## config.mk

```make
export PLATFORM = sky130hd
export DESIGN_NAME = fw_loader_seq_flat
export DESIGN_NICKNAME = d
export VERILOG_FILES = /design/src/rtl/ttm4_pkg.sv /design/src/rtl/fw_loader_seq_if.sv /design/src/rtl/fw_checksum_acc.sv /design/src/rtl/fw_loader_seq.sv /design/src/flat_wrapper.sv
export SDC_FILE = /design/constraint.sdc
export NUM_CORES = 1
export LEC_CHECK = 0
export BUFFER_PORTS_ARGS = -buffer_cell sky130_fd_sc_hd__buf_4
export CORE_UTILIZATION = 50
export DETAILED_ROUTE_END_ITERATION = 10
export GPL_TIMING_DRIVEN = 0
export HOLD_SLACK_MARGIN = 0.06
export PLACE_DENSITY = 0.75
export SLEW_MARGIN = 20
export SYNTH_ARGS = -nofsm -noshare
export SYNTH_HDL_FRONTEND = slang
export SYNTH_SLANG_ARGS = --single-unit
export TNS_END_PERCENT = 10
```

## constraint.sdc

```tcl
create_clock -name clk -period 4.1 [get_ports clk]
set_input_delay 0.82 -clock clk [delete_from_list [all_inputs] [get_ports clk]]
set_output_delay 0.82 -clock clk [all_outputs]
set_load 0.01 [all_outputs]
```

## src/rtl/ttm4_pkg.sv

```systemverilog
// Shared types and constants for the TTM4 firmware loader / fetch sequencer.
// Holds the sequencer state enum, default bus widths and the TTM4
// instruction field positions (OP 14:10, SR 9:7, LR 6:4, IM 3:0).
package ttm4_pkg;

  typedef enum logic [1:0] {
    IDLE = 2'd0,
    LOAD = 2'd1,
    RUN  = 2'd2
  } fw_state_t;

  localparam int DEF_ADDR_W = 8;
  localparam int DEF_WORD_W = 15;

  localparam int OP_HI = 14;
  localparam int OP_LO = 10;
  localparam int SR_HI = 9;
  localparam int SR_LO = 7;
  localparam int LR_HI = 6;
  localparam int LR_LO = 4;
  localparam int IM_HI = 3;
  localparam int IM_LO = 0;

endpackage

```

## src/rtl/fw_loader_seq_if.sv

```systemverilog
// Host-side bundle for the firmware loader: load/run requests, the program
// word stream, and the memory-facing PA / IO / strobe outputs plus status.
// Suffixes are from the sequencer's point of view (slave modport).
interface fw_loader_seq_if import ttm4_pkg::*; #(
  parameter int ADDR_W = DEF_ADDR_W,
  parameter int WORD_W = DEF_WORD_W
) ();

  logic              load_req_i;
  logic [ADDR_W:0]   load_len_i;
  logic              wr_valid_i;
  logic [WORD_W-1:0] wr_data_i;
  logic              wr_ready_o;
  logic              run_req_i;
  logic              loop_i;
  logic              hold_i;
  logic              abort_i;
  logic [ADDR_W-1:0] pa_o;
  logic [WORD_W-1:0] io_out_o;
  logic              io_oe_o;
  logic              n_we_o;
  logic              n_oe_o;
  logic [ADDR_W:0]   words_o;
  logic              busy_o;
  logic              done_o;
  logic              err_o;

  modport slave (
    input  load_req_i, load_len_i, wr_valid_i, wr_data_i,
    input  run_req_i, loop_i, hold_i, abort_i,
    output wr_ready_o, pa_o, io_out_o, io_oe_o, n_we_o, n_oe_o,
    output words_o, busy_o, done_o, err_o
  );

  modport master (
    output load_req_i, load_len_i, wr_valid_i, wr_data_i,
    output run_req_i, loop_i, hold_i, abort_i,
    input  wr_ready_o, pa_o, io_out_o, io_oe_o, n_we_o, n_oe_o,
    input  words_o, busy_o, done_o, err_o
  );

endinterface

```

## src/rtl/fw_checksum_acc.sv

```systemverilog
// Running mod-2^16 sum of program words accepted during a load.
// Only built when FW_LOADER_CHECKSUM_EN is defined.
`ifdef FW_LOADER_CHECKSUM_EN
module fw_checksum_acc import ttm4_pkg::*; #(
  parameter int WORD_W = DEF_WORD_W
) (
  input  logic              clk,
  input  logic              rst,
  input  logic              clear_i,
  input  logic              en_i,
  input  logic [WORD_W-1:0] data_i,
  output logic [15:0]       sum_o
);

  logic [15:0] sum_q;
  logic [15:0] sum_d;

  // Clear on a new load, otherwise add each accepted word (zero-extended or truncated to 16 bits).
  always_comb begin
    sum_d = sum_q;
    if (clear_i) begin
      sum_d = '0;
    end else if (en_i) begin
      sum_d = sum_q + 16'(data_i);
    end
  end

  // Accumulator register; the sum lands together with the write strobe.
  always_ff @(posedge clk) begin
    if (rst) begin
      sum_q <= '0;
    end else begin
      sum_q <= sum_d;
    end
  end

  assign sum_o = sum_q;

endmodule
`endif

```

## src/rtl/fw_loader_seq.sv

```systemverilog
// Firmware loader and fetch sequencer for the TTM4 MEMORY block.
// LOAD writes streamed words to consecutive program addresses; RUN replays
// fetch addresses from 0 with hold, optional looping and abort.
// Optional checksum output is enabled by defining FW_LOADER_CHECKSUM_EN.
module fw_loader_seq import ttm4_pkg::*; #(
  parameter int ADDR_W = DEF_ADDR_W,
  parameter int WORD_W = DEF_WORD_W
) (
  input  logic        clk,
  input  logic        rst,
`ifdef FW_LOADER_CHECKSUM_EN
  output logic [15:0] chksum_o,
`endif
  fw_loader_seq_if.slave bus
);

  localparam logic [ADDR_W:0] MAX_LEN = {1'b1, {ADDR_W{1'b0}}};

  fw_state_t         state_q, state_d;
  logic [ADDR_W-1:0] addr_q, addr_d;
  logic [ADDR_W:0]   len_q, len_d;
  logic [ADDR_W:0]   words_q, words_d;
  logic [ADDR_W-1:0] pa_q, pa_d;
  logic [WORD_W-1:0] io_out_q, io_out_d;
  logic              io_oe_q, io_oe_d;
  logic              n_we_q, n_we_d;
  logic              n_oe_q, n_oe_d;
  logic              done_q, done_d;
  logic              err_q, err_d;
  logic              loop_q, loop_d;
  logic              len_ok;
  logic [ADDR_W-1:0] last_pa;

  assign len_ok  = (bus.load_len_i != '0) && (bus.load_len_i <= MAX_LEN);
  assign last_pa = ADDR_W'(words_q - 1'b1);

  // Next-state and output decode; strobes default to inactive every cycle.
  always_comb begin
    state_d  = state_q;
    addr_d   = addr_q;
    len_d    = len_q;
    words_d  = words_q;
    pa_d     = pa_q;
    io_out_d = io_out_q;
    io_oe_d  = 1'b0;
    n_we_d   = 1'b1;
    n_oe_d   = 1'b1;
    done_d   = 1'b0;
    err_d    = err_q;
    loop_d   = loop_q;
    unique case (state_q)
      IDLE: begin
        if (bus.load_req_i) begin
          if (len_ok) begin
            state_d = LOAD;
            addr_d  = '0;
            len_d   = bus.load_len_i;
            words_d = '0;
            err_d   = 1'b0;
          end else begin
            err_d = 1'b1;
          end
        end else if (bus.run_req_i) begin
          if (words_q == '0) begin
            err_d = 1'b1;
          end else begin
            state_d = RUN;
            loop_d  = bus.loop_i;
            err_d   = 1'b0;
            pa_d    = '0;
            n_oe_d  = 1'b0;
          end
        end
      end
      LOAD: begin
        if (bus.abort_i) begin
          state_d = IDLE;
        end else if (bus.wr_valid_i) begin
          pa_d     = addr_q;
          io_out_d = bus.wr_data_i;
          io_oe_d  = 1'b1;
          n_we_d   = 1'b0;
          addr_d   = addr_q + 1'b1;
          words_d  = words_q + 1'b1;
          if (words_q + 1'b1 == len_q) begin
            state_d = IDLE;
            done_d  = 1'b1;
          end
        end
      end
      RUN: begin
        if (bus.abort_i) begin
          state_d = IDLE;
        end else if (bus.hold_i) begin
          n_oe_d = n_oe_q;
        end else if (pa_q == last_pa) begin
          if (loop_q) begin
            pa_d   = '0;
            n_oe_d = 1'b0;
          end else begin
            state_d = IDLE;
            done_d  = 1'b1;
          end
        end else begin
          pa_d   = pa_q + 1'b1;
          n_oe_d = 1'b0;
        end
      end
      default: state_d = IDLE;
    endcase
  end

  // State and registered-output flops with synchronous reset.
  always_ff @(posedge clk) begin
    if (rst) begin
      state_q  <= IDLE;
      addr_q   <= '0;
      len_q    <= '0;
      words_q  <= '0;
      pa_q     <= '0;
      io_out_q <= '0;
      io_oe_q  <= 1'b0;
      n_we_q   <= 1'b1;
      n_oe_q   <= 1'b1;
      done_q   <= 1'b0;
      err_q    <= 1'b0;
      loop_q   <= 1'b0;
    end else begin
      state_q  <= state_d;
      addr_q   <= addr_d;
      len_q    <= len_d;
      words_q  <= words_d;
      pa_q     <= pa_d;
      io_out_q <= io_out_d;
      io_oe_q  <= io_oe_d;
      n_we_q   <= n_we_d;
      n_oe_q   <= n_oe_d;
      done_q   <= done_d;
      err_q    <= err_d;
      loop_q   <= loop_d;
    end
  end

  assign bus.wr_ready_o = (state_q == LOAD) && !bus.abort_i;
  assign bus.pa_o       = pa_q;
  assign bus.io_out_o   = io_out_q;
  assign bus.io_oe_o    = io_oe_q;
  assign bus.n_we_o     = n_we_q;
  assign bus.n_oe_o     = n_oe_q;
  assign bus.words_o    = words_q;
  assign bus.busy_o     = (state_q != IDLE);
  assign bus.done_o     = done_q;
  assign bus.err_o      = err_q;

`ifdef FW_LOADER_CHECKSUM_EN
  logic beat;
  logic load_start;

  assign beat       = (state_q == LOAD) && !bus.abort_i && bus.wr_valid_i;
  assign load_start = (state_q == IDLE) && bus.load_req_i && len_ok;

  fw_checksum_acc #(.WORD_W(WORD_W)) u_chk (
    .clk     (clk),
    .rst     (rst),
    .clear_i (load_start),
    .en_i    (beat),
    .data_i  (bus.wr_data_i),
    .sum_o   (chksum_o)
  );
`endif

endmodule

```

## src/flat_wrapper.sv

```systemverilog
// flat-port wrapper written by rule: the top's interface ports become plain ports
module fw_loader_seq_flat import ttm4_pkg::*;
#(
  parameter int ADDR_W = DEF_ADDR_W,
  parameter int WORD_W = DEF_WORD_W
)
  (clk, rst, bus_load_req_i, bus_load_len_i, bus_wr_valid_i, bus_wr_data_i, bus_run_req_i, bus_loop_i, bus_hold_i, bus_abort_i, bus_wr_ready_o, bus_pa_o, bus_io_out_o, bus_io_oe_o, bus_n_we_o, bus_n_oe_o, bus_words_o, bus_busy_o, bus_done_o, bus_err_o);
  fw_loader_seq_if #(.ADDR_W(ADDR_W), .WORD_W(WORD_W)) bus_i ();
  input  logic clk;
  input  logic rst;
  input wire logic [$bits(bus_i.load_req_i)-1:0] bus_load_req_i;
  input wire logic [$bits(bus_i.load_len_i)-1:0] bus_load_len_i;
  input wire logic [$bits(bus_i.wr_valid_i)-1:0] bus_wr_valid_i;
  input wire logic [$bits(bus_i.wr_data_i)-1:0] bus_wr_data_i;
  input wire logic [$bits(bus_i.run_req_i)-1:0] bus_run_req_i;
  input wire logic [$bits(bus_i.loop_i)-1:0] bus_loop_i;
  input wire logic [$bits(bus_i.hold_i)-1:0] bus_hold_i;
  input wire logic [$bits(bus_i.abort_i)-1:0] bus_abort_i;
  output wire logic [$bits(bus_i.wr_ready_o)-1:0] bus_wr_ready_o;
  output wire logic [$bits(bus_i.pa_o)-1:0] bus_pa_o;
  output wire logic [$bits(bus_i.io_out_o)-1:0] bus_io_out_o;
  output wire logic [$bits(bus_i.io_oe_o)-1:0] bus_io_oe_o;
  output wire logic [$bits(bus_i.n_we_o)-1:0] bus_n_we_o;
  output wire logic [$bits(bus_i.n_oe_o)-1:0] bus_n_oe_o;
  output wire logic [$bits(bus_i.words_o)-1:0] bus_words_o;
  output wire logic [$bits(bus_i.busy_o)-1:0] bus_busy_o;
  output wire logic [$bits(bus_i.done_o)-1:0] bus_done_o;
  output wire logic [$bits(bus_i.err_o)-1:0] bus_err_o;
  assign bus_i.load_req_i = bus_load_req_i;
  assign bus_i.load_len_i = bus_load_len_i;
  assign bus_i.wr_valid_i = bus_wr_valid_i;
  assign bus_i.wr_data_i = bus_wr_data_i;
  assign bus_i.run_req_i = bus_run_req_i;
  assign bus_i.loop_i = bus_loop_i;
  assign bus_i.hold_i = bus_hold_i;
  assign bus_i.abort_i = bus_abort_i;
  assign bus_wr_ready_o = bus_i.wr_ready_o;
  assign bus_pa_o = bus_i.pa_o;
  assign bus_io_out_o = bus_i.io_out_o;
  assign bus_io_oe_o = bus_i.io_oe_o;
  assign bus_n_we_o = bus_i.n_we_o;
  assign bus_n_oe_o = bus_i.n_oe_o;
  assign bus_words_o = bus_i.words_o;
  assign bus_busy_o = bus_i.busy_o;
  assign bus_done_o = bus_i.done_o;
  assign bus_err_o = bus_i.err_o;
  fw_loader_seq #(.ADDR_W(ADDR_W), .WORD_W(WORD_W)) u_core (.clk(clk), .rst(rst), .bus(bus_i));
endmodule
```

==> results.md, run 1 <==
* Register area share after synthesis at 36.41%
* Req. time, crit path at 4.33 ns
* Die outline height at 81.18 µm
* Root Driver: clkbuf_8
* Post-synth EDFFs at 0
* Die area at 6589 µm²
* WL/cell at 14.30 µm
* Clock Skew at 0.005842 ns
* CTS Buf Count at 9
* Final nets at 506
* Post-synthesis cell count at 386
* Slew margin rel. at 45.68%
* CTS Hold Bufs at 0
* Syn avg cell area at 8.120 µm²
* Routability Congestion at 0.8467
* Period utilisation layout at 70.21%
* Initial antenna violation count at 0
* Pre-Repair DR Iteration Count at 4
* Share of cells above drive strength 1 at 21.87%
* Leading cell type in the layout, fill and taps excluded: buf_4
* WP data arrival at 3.10 ns
* Worst skew pair latency at 0.34 ns
* Synth warnings at 0
* Fin. Hold Viols at 0
* DIE WIDTH at 81.18 µm
* Final setup viols at 0
* Antenna Nets Post-Route at 0
* Slew @ Worst Pin at 0.8086 ns
* Hpwl dp at 5775 µm
* PostCTS Resize Cnt at 0
* GRT overflow at 0
* Max VDD drop at 0.0002186 V
* RSZ-0062 raised after global routing: no
* Overall Power at 1.438 mW
* Fillers at 532
* DP Cell Count at 530
* Power per cell area at 366.9 nW/µm²
* Number of vias per cell at 5.515
* Main synth FF type: dfxtp_1
* Crit Path Class: reg2reg
* Worst min-delay path class: reg2reg
* Net Count, Synth at 426
* CTS tree: yes
* R2R Setup Slk at 1.22 ns
* Crit path launch type: flip-flop
* Max Cap Viol at 0
* Port-buffer cells at 69
* WL final at 7809 µm
* Synth async-reset ratio at 0%
* Setup TNS at 0 ns
* Leak at 1.647 nW
* Crit path capture type: flip-flop
* GRT Overall Usage at 25.38%
* DRC errors left at 0
* Tmin final at 2.879 ns
* Fmax at 347.4 MHz
* H-tree lvl count at 3
* Number of synthesized register bits at 57
* Diodes inserted at 0
* Status: finished clean
* 1st-iter DRT viols at 231
* Clock-pin transition on the worst setup and hold timing paths at 0.07 ns
* Via count at 3011
* Post-Syn Area at 3134 µm²
* Largest net degree at the start of global routing at 11
* Final cell count without fillers at 546
* Row count at 28
* Initial core utilization at 52.32%
* Max-slew violations at 0
* Boundary Pins at 71
* Yosys cell types at 53
* Synth-to-Final Area Change at 25.03%
* Global-route wire length before repair at 12890 µm
* Clock sinks at 57
* Core area at 5991 µm²
* Longest Clk Path Bufs at 2
* Commonest cells after routing, fill and taps aside: 70 x buf_4, 57 x dfxtp_1, 55 x nand2_1
* Number of global-route vias before repair at 2806
* Largest fanout on the critical path at 9
* Post-CTS Setup Inserts at 0
sequential cells by signal, summed over array words and instances, names as in the netlist:
name and flops:
u_core.state_q 2, u_core.addr_q 8, u_core.bus.io_oe_o 1, u_core.bus.n_we_o 1
u_core.bus.words_o 9, u_core.bus.io_out_o 15, u_core.bus.n_oe_o 1, u_core.loop_q 1
u_core.bus.err_o 1, u_core.len_q 9, u_core.bus.done_o 1, u_core.bus.pa_o 8
layer usage:
metal | global-route usage (%) | wire length (µm)
met5 | 0 | 0
met4 | 10.36 | 159
met3 | 5.281 | 365
met2 | 39.66 | 3541
met1 | 33.84 | 3743
path summary, 6_finish.rpt:
path	startpoint	to	depth (start not counted)
worst max-delay path	u_core.bus.words_o[1]	u_core.state_q[1]	12
worst min register to register	u_core.bus.io_out_o[7]	u_core.bus.io_out_o[7]	2
worst max register to register	u_core.bus.words_o[1]	u_core.state_q[1]	12
worst min-delay path	u_core.bus.io_out_o[7]	u_core.bus.io_out_o[7]	2
power breakdown:
group	switching, mW	total (mW)	internal (mW)
combinational	0.216	0.366	0.150
clock	0.236	0.470	0.233
sequential	0.0215	0.602	0.581
total	0.474	1.44	0.964
through the flow:
step	instance area (µm²)	hold WS (ns)	setup slack, ns	utilization, %
after CTS	3919	0.4587	1.229	65.41
after detailed placement	3746	0.4489	1.015	62.53
after floorplan	3134	0.4610	1.594	-
after global placement	3746	0.4423	1.024	62.53
final	3919	0.4552	1.221	65.41
after global routing	3919	0.4736	1.002	65.41
logic make-up (layout without fill, tap and decap cells):
family                   count (synthesis)  in the layout  share of synthesized area (%)
AND/OR/NAND/NOR                        159            159                          25.95
AO/OA/AOI/OAI                           80             80                          15.73
flip-flops                              57             57                          36.41
XOR/XNOR                                35             35                          9.781
buffers and inverters                   34            119                          4.711
multiplexers                            13             13                          4.232
adder cells (fa/ha/maj)                  8              8                          3.194
worst max-delay path, cell delays in order, from the launching register on:
cell	delay (ns)
dfxtp_1	0.35
clkbuf_1	0.31
inv_1	0.09
ha_1	0.18
buf_2	0.18
xor2_1	0.16
nor2_1	0.09
a21oi_1	0.05
o21ai_0	0.35
nand3_2	0.23
o21ai_0	0.21
o311a_1	0.24
mux2_2	0.34
cell usage after synthesis (all sizes together) (8+ instances only):
library cell | n | area (µm²)
nor3 | 11 | 65.06
nand2 | 55 | 206.5
a21oi | 27 | 135.1
nand2b | 9 | 56.30
clkbuf | 15 | 56.30
nor2 | 40 | 150.1
o21ai | 26 | 130.1
buf | 9 | 53.80
xor2 | 14 | 122.6
nand3 | 10 | 55.05
ha | 8 | 100.1
xnor2 | 21 | 183.9
dfxtp | 57 | 1141
a22o | 8 | 70.07
inv | 10 | 37.54
mux2i | 11 | 110.1
and3 | 10 | 62.56
final cells by class:
cell class,instances,area (µm²),share of cell area (%)
timing repair buffer,69,518.0,13.22
sequential,57,1141,29.12
multi-input combinational,295,1846,47.09
clock inverter,5,31.28,0.7982
inverter,10,37.54,0.9579
tap,75,93.84,2.395
clock buffer,11,141.4,3.608
buffer,24,110.1,2.810
No activity file was read; power rests on OpenSTA's default activity.
==> run 2, diff against run 1 <==
- ABC_AREA: default -> 1
- PLACE_DENSITY: 0.75 -> 0.74
- clock period: 4.1 -> 2.9 ns (I/O delays scaled with it)
==> run 2 against run 1 <==
Die area grew 5.5%. Critical path depth grew 4. Count of clock-buffer cells in the layout is the same. Flip-flop and latch count is the same. Worst hold slack gained 0.013 ns. Critical path type unchanged. Register-to-register slack lost 0.87 ns. Largest cell class unchanged. Via count grew 15%. First-iteration DRC count shrank 32%. Critical endpoint is now u_core.bus.pa_o[4]. Non-clock buffer count shrank 7. Sequential share of layout area shrank 1.3 points. Clock skew shrank 0.00061 ns. Maximum frequency grew 13%.
==> results.md, run 2 <==
* Die area at 6951 µm² (+5.5%)
* Overall Power at 3.195 mW (+120%)
* Clock sinks at 57 (unchanged)
* CTS Buf Count at 9 (unchanged)
* CTS tree: yes
* Number of vias per cell at 5.182 (-6.0%)
* Post-synthesis cell count at 504 (+31%)
* Worst min-delay path class: reg2reg
* Synth async-reset ratio at 0% (unchanged)
* DIE WIDTH at 83.37 µm (+2.7%)
* Main synth FF type: dfxtp_1
* Final cell count without fillers at 666 (+22%)
* Most frequent cell after synthesis: nand2_1
* Leading cell type in the layout, fill and taps excluded: nand2_1
* Max-slew violations at 0 (unchanged)
* Post-synth EDFFs at 0 (unchanged)
* Synth warnings at 0 (unchanged)
* Worst skew pair latency at 0.34 ns (about the same)
* Share of cells above drive strength 1 at 21.22% (-0.65 points)
* Via count at 3451 (+15%)
* Top post-synthesis cells by area: dfxtp_1 34%, nand2_1 18%, a21oi_1 7.7%
* GRT Overall Usage at 26.78% (+1.4 points)
* Routability Congestion at 0.8670 (+2.4%)
* Initial core utilization at 51.84% (-0.48 points)
* Diodes inserted at 0 (unchanged)
* WL/cell at 13.37 µm (-6.5%)
* Commonest cells after routing, fill and taps aside: 156 x nand2_1, 73 x buf_4, 57 x dfxtp_1
* Final nets at 625 (+24%)
* GRT overflow at 0 (unchanged)
* Yosys top cell by area: dfxtp_1
* RSZ-0062 raised after global routing: no
* Register area share after synthesis at 34.47% (-1.9 points)
* Row count at 29 (+3.6%)
* Fin. Hold Viols at 0 (unchanged)
* DRC errors left at 0 (unchanged)
* WP data arrival at 2.79 ns (-0.31 ns)
* WL final at 8906 µm (+14%)
* Hold Startpoint: u_core.len_q[8]
* CTS Hold Bufs at 0 (unchanged)
* Crit path capture type: flip-flop
* Die outline height at 83.37 µm (+2.7%)
* Number of global-route vias before repair at 3282 (+17%)
* Post-Syn Area at 3311 µm² (+5.6%)
* Crit. Startpoint: u_core.bus.words_o[0]
* Req. time, crit path at 3.14 ns (-1.19 ns)
* Max VDD drop at 0.0005093 V (+130%)
* Antenna Nets Post-Route at 0 (unchanged)
* Clock Skew at 0.005231 ns (-0.0006104 ns)
* DP Cell Count at 651 (+23%)
* Largest net degree at the start of global routing at 11 (unchanged)
* Period utilisation layout at 87.81% (+18 points)
* Crit Path Class: reg2reg
* Slew @ Worst Pin at 0.5019 ns (-0.3067 ns)
* PostCTS Resize Cnt at 0 (unchanged)
* Root Driver: clkbuf_8
* Port-buffer cells at 70 (+1.4%)
* Clock-pin transition on the worst setup and hold timing paths at 0.06 ns (about the same)
* Max Cap Viol at 0 (unchanged)
* Syn avg cell area at 6.569 µm² (-19%)
* Fmax at 392.7 MHz (+13%)
* Synth cell count leaders: 156 x nand2_1, 57 x dfxtp_1, 52 x inv_1, 51 x a21oi_1, 41 x nor2_1
* Longest Clk Path Bufs at 2 (unchanged)
* Initial antenna violation count at 0 (unchanged)
* Power per cell area at 777.7 nW/µm² (+110%)
* 1st-iter DRT viols at 156 (-32%)
* Max reg flops at 15 (unchanged)
* Leak at 1.928 nW (+17%)
* Status: finished clean
* Largest fanout on the critical path at 10 (+1)
* Top cell type's share of synthesized area at 34.47% (-1.9 points)
* Yosys cell types at 34 (-36%)
* Post-DP Area at 3933 µm² (+5.0%)
* Setup TNS at 0 ns (unchanged)
* Pre-Repair DR Iteration Count at 5 (+1)
* Core area at 6386 µm² (+6.6%)
* Post-CTS Setup Inserts at 0 (unchanged)
* Global-route wire length before repair at 14930 µm (+16%)
* Crit path launch type: flip-flop
* Boundary Pins at 71 (unchanged)
* Slew margin rel. at 66.54% (+21 points)
* Number of synthesized register bits at 57 (unchanged)
* Final setup viols at 0 (unchanged)
* H-tree lvl count at 3 (unchanged)
* Net Count, Synth at 544 (+28%)
* FF-to-FF Start: u_core.bus.words_o[0]
* Tmin final at 2.546 ns (-0.3323 ns)
* Final instance area at 4109 µm² (+4.9%)
* Synth-to-Final Area Change at 24.11%
* Hpwl dp at 6734 µm (+17%)
* Final core occ at 64.34% (-1.1 points)
-- run 2: cell types whose count changed after synthesis, moves of 16 or more --
cell     change
nand2_1    +101
inv_1       +42
a21oi_1     +24
nand3_1     +22
xnor2_1     -20
o21ai_0     +16
-- run 2: metrics by stage --
| stage | hold slack, ns | setup WS [ns] |
|---|---|---|
| finish | 0.4678 | 0.3536 |
| global route | 0.4918 | 0.1072 |
| CTS | 0.4699 | 0.3627 |
| detailed placement | 0.4597 | 0.3808 |
| global placement | 0.4521 | 0.3924 |
| floorplan | 0.4437 | 0.7594 |
-- run 2: metal layers --
| layer | GRT usage [%] | up-vias | part of all wire, % |
|---|---|---|---|
| met5 | 0 | - | 0 |
| met4 | 10.34 | 0 | 1.9 |
| met3 | 7.455 | 17 | 5.9 |
| met2 | 43.00 | 100 | 45 |
| met1 | 34.04 | 1554 | 47 |
| li1 | - | 1780 | - |
-- run 2: worst max-delay path: stages (launching register included) --
cell	delay, ns
dfxtp_1	0.53
inv_2	0.09
buf_6	0.16
ha_1	0.35
inv_1	0.08
nand2_1	0.07
nand2_1	0.04
nor2_1	0.07
nand3_1	0.06
nor2_1	0.08
nand2_1	0.08
nor2_2	0.14
nand2_1	0.22
nand2_1	0.11
o21ai_0	0.08
a21oi_1	0.21
nor2_2	0.04
-- run 2: path summary, 6_finish.rpt --
| kind | endpoint | slack, ns | cells past startpoint |
|---|---|---|---|
| worst min register to register | u_core.len_q[8] | 0.47 | 2 |
| worst max register to register | u_core.bus.pa_o[4] | 0.35 | 16 |
| worst min-delay path | u_core.len_q[8] | 0.47 | 2 |
| worst max-delay path | u_core.bus.pa_o[4] | 0.35 | 16 |
-- run 2: cells by family (layout without fill, tap and decap cells) --
group	after synthesis	after routing	synth area share [%]
and+or+nand+nor	265	265	35.90
xor gates and xnor gates	4	4	1.058
adders and majority gates	8	8	3.024
AOI/OAI and AO/OA	94	94	15.04
DFF	57	57	34.47
buffers and inverters	76	161	10.51
-- run 2: where the power goes --
part           switching (mW)  leakage [nW]  internal, mW
Sequential              0.111         0.464         0.905
Combinational           0.911          1.37         0.566
Clock                   0.314        0.0929         0.388
-- run 2: area by class of cell --
cell class              count  area [µm²]
repair buffers             70       525.5
inverters                  60       225.2
clock buffers              11       131.4
fillers                   620        2277
plain buffers              16       122.6
clock inverters             4       45.04
multi-input cells         371        1822
flip-flops and latches     57        1141
well taps                  77       96.34
==> run 3, diff against run 2 <==
- ABC_AREA: 1 -> 0
- PLACE_DENSITY: 0.74 -> 0.75
==> run 3 against run 2 <==
Sequential share of layout area grew 1.3 points. Count of clock-buffer cells in the layout is the same. Clock power shrank 5.7%. First-iteration DRC count grew 13%. Global-route usage shrank 1.4 points. Worst setup slack lost 0.13 ns. Final cell count shrank 18%. Maximum frequency shrank 4.7%. Highest routed layer unchanged. Routed wire length shrank 12%.
==> results.md, run 3 (same netlist as run 1, synthesis figures left out) <==
* Diodes inserted at 0 (unchanged)
* Global-route wire length before repair at 12890 µm (-14%)
* Port-buffer cells at 69 (-1.4%)
* Fmax at 374.1 MHz (-4.7%)
* CTS Hold Bufs at 0 (unchanged)
* Root Driver: clkbuf_8
* Slew @ Worst Pin at 0.8205 ns (+0.3186 ns)
* WP data arrival at 2.90 ns (+0.11 ns)
* Die area at 6589 µm² (-5.2%)
* Max-slew violations at 0 (unchanged)
* WL final at 7810 µm (-12%)
* PostCTS Resize Cnt at 0 (unchanged)
* Overall Power at 2.032 mW (-36%)
* Initial antenna violation count at 0 (unchanged)
* Pre-CTS setup slack at 0.03186 ns (-0.3489 ns)
* CTS Buf Count at 9 (unchanged)
* Number of global-route vias before repair at 2806 (-15%)
* Tmin final at 2.673 ns (+0.1266 ns)
* Share of cells above drive strength 1 at 22.08% (+0.86 points)
* Crit Path Class: reg2reg
* Worst hold path cell count at 2 (unchanged)
* Min setup slack post-route at 0.2269 ns (-0.1266 ns)
* Leak at 1.650 nW (-14%)
* WL/cell at 14.30 µm (+7.0%)
* Clock Skew at 0.006239 ns (+0.001007 ns)
* Power per cell area at 518.1 nW/µm² (-33%)
* GRT overflow at 0 (unchanged)
* Max VDD drop at 0.0003087 V (-39%)
* Clock-pin transition on the worst setup and hold timing paths at 0.07 ns (about the same)
* Boundary Pins at 71 (unchanged)
* GRT Overall Usage at 25.38% (-1.4 points)
* Worst R2R Path Depth at 12 (-4)
* Worst skew pair latency at 0.34 ns (about the same)
* Crit path capture type: flip-flop
* Hpwl dp at 5775 µm (-14%)
* Die outline height at 81.18 µm (-2.6%)
* Leading cell type in the layout, fill and taps excluded: buf_4
* Row count at 28 (-3.4%)
* Pre-Repair DR Iteration Count at 4 (-1)
* Crit path launch type: flip-flop
* Fin. Hold Viols at 0 (unchanged)
* Hold_ws at 0.4552 ns (-0.01257 ns)
* Via count at 2980 (-14%)
* Slew margin rel. at 44.88% (-22 points)
* Clock sinks at 57 (unchanged)
* Commonest cells after routing, fill and taps aside: 70 x buf_4, 57 x dfxtp_1, 55 x nand2_1
* 1st-iter DRT viols at 177 (+13%)
* Longest Clk Path Bufs at 2 (unchanged)
* Largest net degree at the start of global routing at 11 (unchanged)
* Antenna Nets Post-Route at 0 (unchanged)
* H-tree lvl count at 3 (unchanged)
* Setup TNS at 0 ns (unchanged)
* Number of vias per cell at 5.458 (+5.3%)
* Status: finished clean
* Core area at 5991 µm² (-6.2%)
* Fillers at 535 (-14%)
* RSZ-0062 raised after global routing: no
* DRC errors left at 0 (unchanged)
* Routability Congestion at 0.8467 (-2.3%)
* Max reg flops at 15 (unchanged)
* Period utilisation layout at 92.18% (+4.4 points)
* Largest fanout on the critical path at 10 (unchanged)
* Synth-to-Final Area Change at 25.15%
* Worst min-delay path class: reg2reg
* CTS tree: yes
* Initial core utilization at 52.32% (+0.48 points)
* Req. time, crit path at 3.12 ns (-0.02 ns)
* Post-CTS Setup Inserts at 0 (unchanged)
* DIE WIDTH at 81.18 µm (-2.6%)
* Final setup viols at 0 (unchanged)
* Max Cap Viol at 0 (unchanged)
* Final nets at 506 (-19%)
run 3: final cells by class:
type	instances	area, µm²	area share, %
multi-input cells	295	1846	47.05
flip-flops and latches	57	1141	29.09
repair buffers	69	518.0	13.21
clock buffers	11	141.4	3.604
plain buffers	24	113.9	2.903
well taps	75	93.84	2.392
inverters	10	37.54	0.9569
clock inverters	5	31.28	0.7974
run 3: report_power, final:
group | internal, mW | switching (mW)
clock | 0.330 | 0.331
combinational | 0.214 | 0.305
sequential | 0.821 | 0.0307
run 3: critical path, cell delays in order (launching register included):
cell and delay (ns):
dfxtp_1 0.36, clkbuf_4 0.23, inv_1 0.06, ha_1 0.19, buf_2 0.18, o21bai_1 0.17, a211oi_1 0.21, o21ai_0 0.11
nand2_1 0.12, nand3_2 0.15, o21ai_0 0.21, o311a_1 0.24, mux2_2 0.34
run 3: layer usage:
metal	share of wire, %	track usage (%)	vias up
met4	1.8	10.36	0
met5	0	0	-
met1	47	33.84	1389
met3	5.3	5.281	14
met2	46	39.66	89
li1	-	-	1488
run 3: worst paths after layout:
path / from / endpoint / slack (ns)
hold reg to reg: u_core.bus.io_out_o[7] / u_core.bus.io_out_o[7] / 0.46
setup / recovery: u_core.bus.words_o[0] / u_core.state_q[0] / 0.23
hold / removal: u_core.bus.io_out_o[7] / u_core.bus.io_out_o[7] / 0.46
setup reg to reg: u_core.bus.words_o[0] / u_core.state_q[0] / 0.23
run 3: through the flow:
step | util (%) | instances | cell area (µm²)
after detailed placement | 62.53 | 530 | 3746
final | 65.48 | 546 | 3923
after global placement | 62.53 | 530 | 3746
after floorplan | - | 386 | 3134
after global routing | 65.48 | 546 | 3923
after CTS | 65.41 | 546 | 3919
